## src/rtl/fsm_moore_seq.sv

```systemverilog
// fsm_moore_seq: Moore sequence detector with live pattern, overlap mode and optional match counter (FSM_MATCH_CNT_EN)
module fsm_moore_seq #(
   parameter int DW    = 2,
   parameter int DEPTH = 4,
   parameter int CNT_W = 8
) (
   input  logic                       clk,
   input  logic                       rst,
   input  logic                       i_valid,
   input  logic [DW-1:0]              i_input,
   input  logic [DEPTH*DW-1:0]        i_pat,
   input  logic [$clog2(DEPTH+1)-1:0] i_len,
   input  logic                       i_overlap,
   input  logic                       i_clear,
   output logic                       o_output,
   output logic [$clog2(DEPTH+1)-1:0] o_prog,
   output logic [CNT_W-1:0]           o_match_cnt,
   output logic                       o_cnt_sat
);
   localparam int PW = $clog2(DEPTH+1);
   logic          in_match, nxt_match, hit, first, done;
   logic [PW-1:0] prog, nxt_prog, len_eff;
   logic [DW-1:0] cur_sym;
   // state register: MATCH flag plus progress (retained r while in MATCH)
   always_ff @(posedge clk) begin
      if (rst) begin
         in_match <= 1'b0;
         prog     <= '0;
      end else begin
         in_match <= nxt_match;
         prog     <= nxt_prog;
      end
   end
   // next state: advance on hit, restart on pat[0] after a miss, L=1 re-enters MATCH on every pat[0]
   always_comb begin
      len_eff   = (i_len == '0) ? PW'(1) : (i_len > PW'(DEPTH)) ? PW'(DEPTH) : i_len;
      cur_sym   = i_pat[int'(prog)*DW +: DW];
      hit       = i_input == cur_sym;
      first     = i_input == i_pat[DW-1:0];
      done      = hit ? (prog + PW'(1) >= len_eff) : (first && len_eff == PW'(1));
      nxt_match = i_valid ? done : in_match;
      nxt_prog  = !i_valid ? prog :
                  done     ? PW'(i_overlap && len_eff > PW'(1) && first) :
                  hit      ? prog + PW'(1) : PW'(first);
   end
   // Moore outputs straight from the state
   always_comb begin
      o_output = in_match;
      o_prog   = prog;
   end
`ifdef FSM_MATCH_CNT_EN
   logic [CNT_W-1:0] cnt;
   logic             inc;
   assign inc = i_valid && nxt_match;
   // saturating match counter; clear wins over the old value but not over a same-cycle match
   always_ff @(posedge clk) begin
      if (rst)
         cnt <= '0;
      else if (i_clear)
         cnt <= inc ? CNT_W'(1) : '0;
      else if (inc && !(&cnt))
         cnt <= cnt + CNT_W'(1);
   end
   assign o_match_cnt = cnt;
   assign o_cnt_sat   = &cnt;
`else
   logic unused_clear;
   assign unused_clear = i_clear;
   assign o_match_cnt  = '0;
   assign o_cnt_sat    = 1'b0;
`endif
endmodule

```

## config.mk

```make
export PLATFORM = sky130hd
export DESIGN_NAME = fsm_moore_seq
export DESIGN_NICKNAME = d
export VERILOG_FILES = /design/src/rtl/fsm_moore_seq.sv
export SDC_FILE = /design/constraint.sdc
export NUM_CORES = 1
export LEC_CHECK = 0
export BUFFER_PORTS_ARGS = -buffer_cell sky130_fd_sc_hd__buf_2
export CORE_MARGIN = 3
export CORE_UTILIZATION = 37
export DETAILED_ROUTE_END_ITERATION = 12
export HOLD_SLACK_MARGIN = 0.1
export PLACE_DENSITY_LB_ADDON = 0.3
export SLEW_MARGIN = 15
export SYNTH_ARGS = -nofsm -noshare
export SYNTH_HDL_FRONTEND = slang
export SYNTH_SLANG_ARGS = --single-unit
```

## constraint.sdc

```tcl
create_clock -name clk -period 2.1 [get_ports clk]
set_input_delay 0.42 -clock clk [delete_from_list [all_inputs] [get_ports clk]]
set_output_delay 0.42 -clock clk [all_outputs]
set_load 0.005 [all_outputs]
```

[Word level (Yosys, flattened, before mapping)]
Cells that the tools add are included.
Storage, ports and cells
  flip-flop bits (word level): 4
  input port bits: 18
  output and inout port bits: 13
  logic and storage cells: 19
Operators by class
  $add $sub $neg: 1
  $lt $le $gt $ge: 3
  equal/unequal tests: 3
  shift operators: 1
  multiplexer cells: 5
  reduce and logical (&&, ||, !) cells: 4
Operators with widths (number)
  $mux 3: 4
  $shiftx 8x5->2: 1
  $eq 2x2->1: 2
  $add 3x1->3 const B: 1
  $eq 3x1->1 const B: 1
  $ge 3x3->1: 1
  $gt 3x1->1 const B: 1
  $gt 3x3->1 const B: 1
  $logic_and 1x1->1: 3
  $logic_not 3->1: 1
  $mux 1: 1

[Logic depth before layout (Yosys ltp)]
  word-level depth: 7
  mapped depth: 8
  mapped depth without buffers: 8

[Least setup slack after synthesis]
No wires, ideal clock.
  kind: register to register
  start point: reg prog[0], in the netlist o_prog[0]
  end point: reg prog[0], in the netlist o_prog[0]
  library setup time: 0.070 ns
  arrival time: 1.986 ns
  data required time: 2.030 ns
  slack: 0.044 ns
  cell stages (with the launch flop): 7
  path buffers: 0
  clock period less this slack: 2.056 ns
  cells stage by stage: dfxtp_1 -> ha_1 -> ha_1 -> a211oi_1 -> nor2_1 -> or4b_1 -> a21oi_1
Between the ends
  cells in the longest elaborated chain, start to end: 4
  elaborated cells on any way between the ends: 7
  classes of those cells: add/sub: 1; order compare: 1; eq/ne: 1; shift: 1; mux: 3
Ends and longest elaborated chain
  start, declared: RTL line 22  | logic [PW-1:0] prog, nxt_prog, len_eff;
  start signal, assigned: RTL line 31  | prog <= nxt_prog;
  $add 3x1->3 or $shiftx 8x5->2 (tied branches): RTL line 40, 44, 37
  $ge 3x3->1 or $eq 2x2->1 (tied branches): RTL line 40, 38
  $mux 1 or $mux 3 (tied branches): RTL line 40, 44
  $mux 3 *: RTL line 43  | done ? PW'(i_overlap && len_eff > PW'(1) && first) :
Every way passes the cells marked *; elsewhere a longest branch is shown, timed or not.
A chain may end at the register's enable or synchronous reset.

[Worst setup path after layout]
  start point: reg prog[0], in the netlist o_prog[0]
  end point: reg in_match, in the netlist o_output
Between the ends
  cells in the longest elaborated chain, start to end: 3
  elaborated cells on any way between the ends: 5
  classes of those cells: add/sub: 1; order compare: 1; eq/ne: 1; shift: 1; mux: 1
Ends and longest elaborated chain
  $add 3x1->3 or $shiftx 8x5->2 (tied branches): RTL line 40, 37
  $ge 3x3->1 or $eq 2x2->1 (tied branches): RTL line 40, 38
  $mux 1 *: RTL line 40  | done = hit ? (prog + PW'(1) >= len_eff) : (first && len_eff == PW'(1));
  end signal, assigned: RTL line 30  | in_match <= nxt_match;
  end, declared: RTL line 21  | logic in_match, nxt_match, hit, first, done;
Marks and branches as above.

==> run_results.csv <==
group,metric,value,unit
status,status,"complete, no violations",
clocking,cts_made_buffers,3,
finish,final_layout_size_suffix_gt1_frac,0.495,
worst_setup_path,arrival,2140,ps
pwr,finalPower,0.298,mW
min_path,hold_depth,2,
clocking,cts_sinks,4,
logic_synthesis,syn_inst,61,
routing,wl,1300,um
grt,grt_pass1_wl,2040,um
routing,viasPerCell,4.98,
clocking,clkSlewWorstSetupHoldPaths,40,ps
worst_setup_path,worstPathMaxFanout,5,
finish,final_common_cell,"buf_2",
finish,nets,115,
logic_synthesis,ys_ff_latch,4,
sta,fmax,491,MHz
placed_design,post-place-cells,102,
finish,syn_to_final_growth,39.1,%
logic_synthesis,seq_area_frac_synth,0.152,
grt,use_met3,0.0249,
worst_setup_path,cp_slowest_stage_delay,560,ps
routing,drc,0,
pwr,p_leak,0.364,nW
clocking,cts.path.max_buffers,2,
sta,hold_viol,0,
finish,fillerInstances,116,
worst_setup_path,cp.depth,5,
sta,setup_viol,0,
logic_synthesis,ys_types,30,
grt,grt_usage,0.140,
grt,overflow,0,
worst_setup_path,slowest_stage,"mux4_2",
finish,final_core_util,0.604,
logic_synthesis,avgSynthCellArea,8.66,um^2
logic_synthesis,synthTopCellsByArea,"dfxtp_1 15%, buf_4 13%, ha_1 9.5%",
worst_setup_path,path_cells,"mux4_2, and3b_2, a221oi_4, mux2i_1, a211oi_2",
logic_synthesis,syn-cell-area,528,um^2
sta,period_share,0.969,
placed_design,io_buffer_count,20,
min_path,hp-class,"primary input to flop",
clocking,cts_hold_buf,0,
clocking,cts_tree,"done",
routing,drt_iter0_markers,5,
floorplanning,start_util,0.434,
finish,fin_cells,105,
logic_synthesis,synth_top_cell_area_share,0.152,
finish,diodes,0,
worst_setup_path,r2r_cells,5,
floorplanning,core_area,1220,um^2
worst_setup_path,critPathTopFamily,"multiplexers",
logic_synthesis,synth_warnings,0,
grt,grt_pass1_vias,506,
floorplanning,die_h,43.8,um
sta,period_needed,2040,ps
routing,wire_per_inst,12.3,um
grt,use_met1,0.154,
worst_setup_path,endpoint_kind,"flop",
clocking,clkLatencyLatePin,230,ps
worst_setup_path,worst-path-buf-inv,0,
routing,postRouteAntennaNets,0,
placed_design,place_congestion,0.810,
clocking,cts_root_buf,"clkbuf_4",
sta,maxSlewViolCount,0,
sta,skew,4.70,ps
floorplanning,die_x,43.8,um
clocking,post-cts-setup-buffers,0,
grt,grt_use_met2,0.267,
pwr,ir_drop,0.362,mV
pwr,powerDensity,406,nW/um^2
grt,grt_start_max_net_pins,11,
grt,grt.busiest_layer,"met2",
sta,grt_setup_unrepaired,"yes",
logic_synthesis,synth_top_cell_by_area,"dfxtp_1",
finish,final_cell_mix,"20 x buf_2, 9 x conb_1, 9 x buf_4",
floorplanning,io_pins,31,
run,cap_violations,0,
clocking,htree_num_levels,1,
routing,first_pass_iters,4,
placed_design,hpwl,1080,um
sta,tns,0,ps
floorplanning,die_area,1920,um^2
floorplanning,core.rowCount,12,
worst_setup_path,cp_data_required_time,2210,ps
routing,vias,523,
grt,antenna_found_initial,0,
worst_setup_path,crit_type,"flop to flop",
worst_setup_path,startpoint_type,"flop",
-- cells by family after synthesis --
family                     count (synthesis)  synth area share
adders and majority gates                  4            0.0948
xor gates and xnor gates                   4            0.0664
DFF                                        4             0.152
AOI/OAI and AO/OA                         13             0.194
muxes                                      3             0.111
other                                      1           0.00710
and+or+nand+nor                           17             0.204
buffers and inverters                     15             0.171
-- what timing repair did --
item,CTS,global route
setup endpoints to repair,2,3
pin swaps,1,2
resized for setup,4,6
-- state kept, by name (all words and copies together), names as in the netlist --
name,count
o_output,1
o_prog,3
-- cell usage after synthesis --
| library cell | n |
|---|---|
| or3b_2 | 1 |
| or4b_1 | 1 |
| a211oi_1 | 1 |
| nor4b_2 | 1 |
| mux2i_1 | 1 |
| mux4_1 | 1 |
| dfxtp_1 | 4 |
| o21ai_0 | 3 |
| o21bai_1 | 1 |
| nand2_1 | 3 |
| ha_1 | 4 |
| nand2b_1 | 3 |
| xor2_1 | 1 |
| xnor2_1 | 3 |
| o32ai_1 | 1 |
| nor3_1 | 1 |
| o22ai_1 | 1 |
| and3b_1 | 1 |
| buf_1 | 1 |
| buf_4 | 9 |
| mux4_2 | 1 |
| a21oi_1 | 2 |
| conb_1 | 1 |
| o32a_2 | 1 |
| a221oi_2 | 1 |
| inv_1 | 5 |
| or4bb_1 | 1 |
| a211oi_2 | 1 |
| nor2_1 | 5 |
| a211o_1 | 1 |
-- metrics by stage --
stage                     hold WS (ps)  setup slack (ps)  instance area, um^2
after floorplan                    485              44.1                  558
after global placement             497             -52.5                  672
after detailed placement           503              -110                  672
after CTS                          409              3.72                  712
after global routing               416             -23.4                  734
final                              417              64.4                  734
-- routing by layer --
metal | vias up | part of all wire
li1 | 263 | -
met3 | 0 | 0.050
met4 | 0 | 0
met2 | 19 | 0.55
met1 | 241 | 0.40
met5 | - | 0
-- path summary, 6_finish.rpt --
check        slack, ps                    end                   start
max reg2reg         60  o_output$_SDFFE_PP0P_  o_prog[0]$_SDFFE_PP0P_
min                420  o_output$_SDFFE_PP0P_                     rst
min reg2reg        510  o_output$_SDFFE_PP0P_   o_output$_SDFFE_PP0P_
max                 60  o_output$_SDFFE_PP0P_  o_prog[0]$_SDFFE_PP0P_
-- report_power, final --
group	internal [mW]	switching, mW	total (mW)
clock	0.0636	0.0271	0.0907
combinational	0.0665	0.0580	0.124
sequential	0.0796	0.00361	0.0832
-- layout make-up --
type / instances / area (um^2) / area share
Timing Repair Buffer: 29 / 168 / 0.228
Clock buffer: 3 / 22.5 / 0.0307
Tap cell: 14 / 17.5 / 0.0239
Sequential cell: 4 / 83.8 / 0.114
Multi-Input combinational cell: 50 / 424 / 0.578
Inverter: 5 / 18.8 / 0.0256
Power figures use the tool's default switching activity.
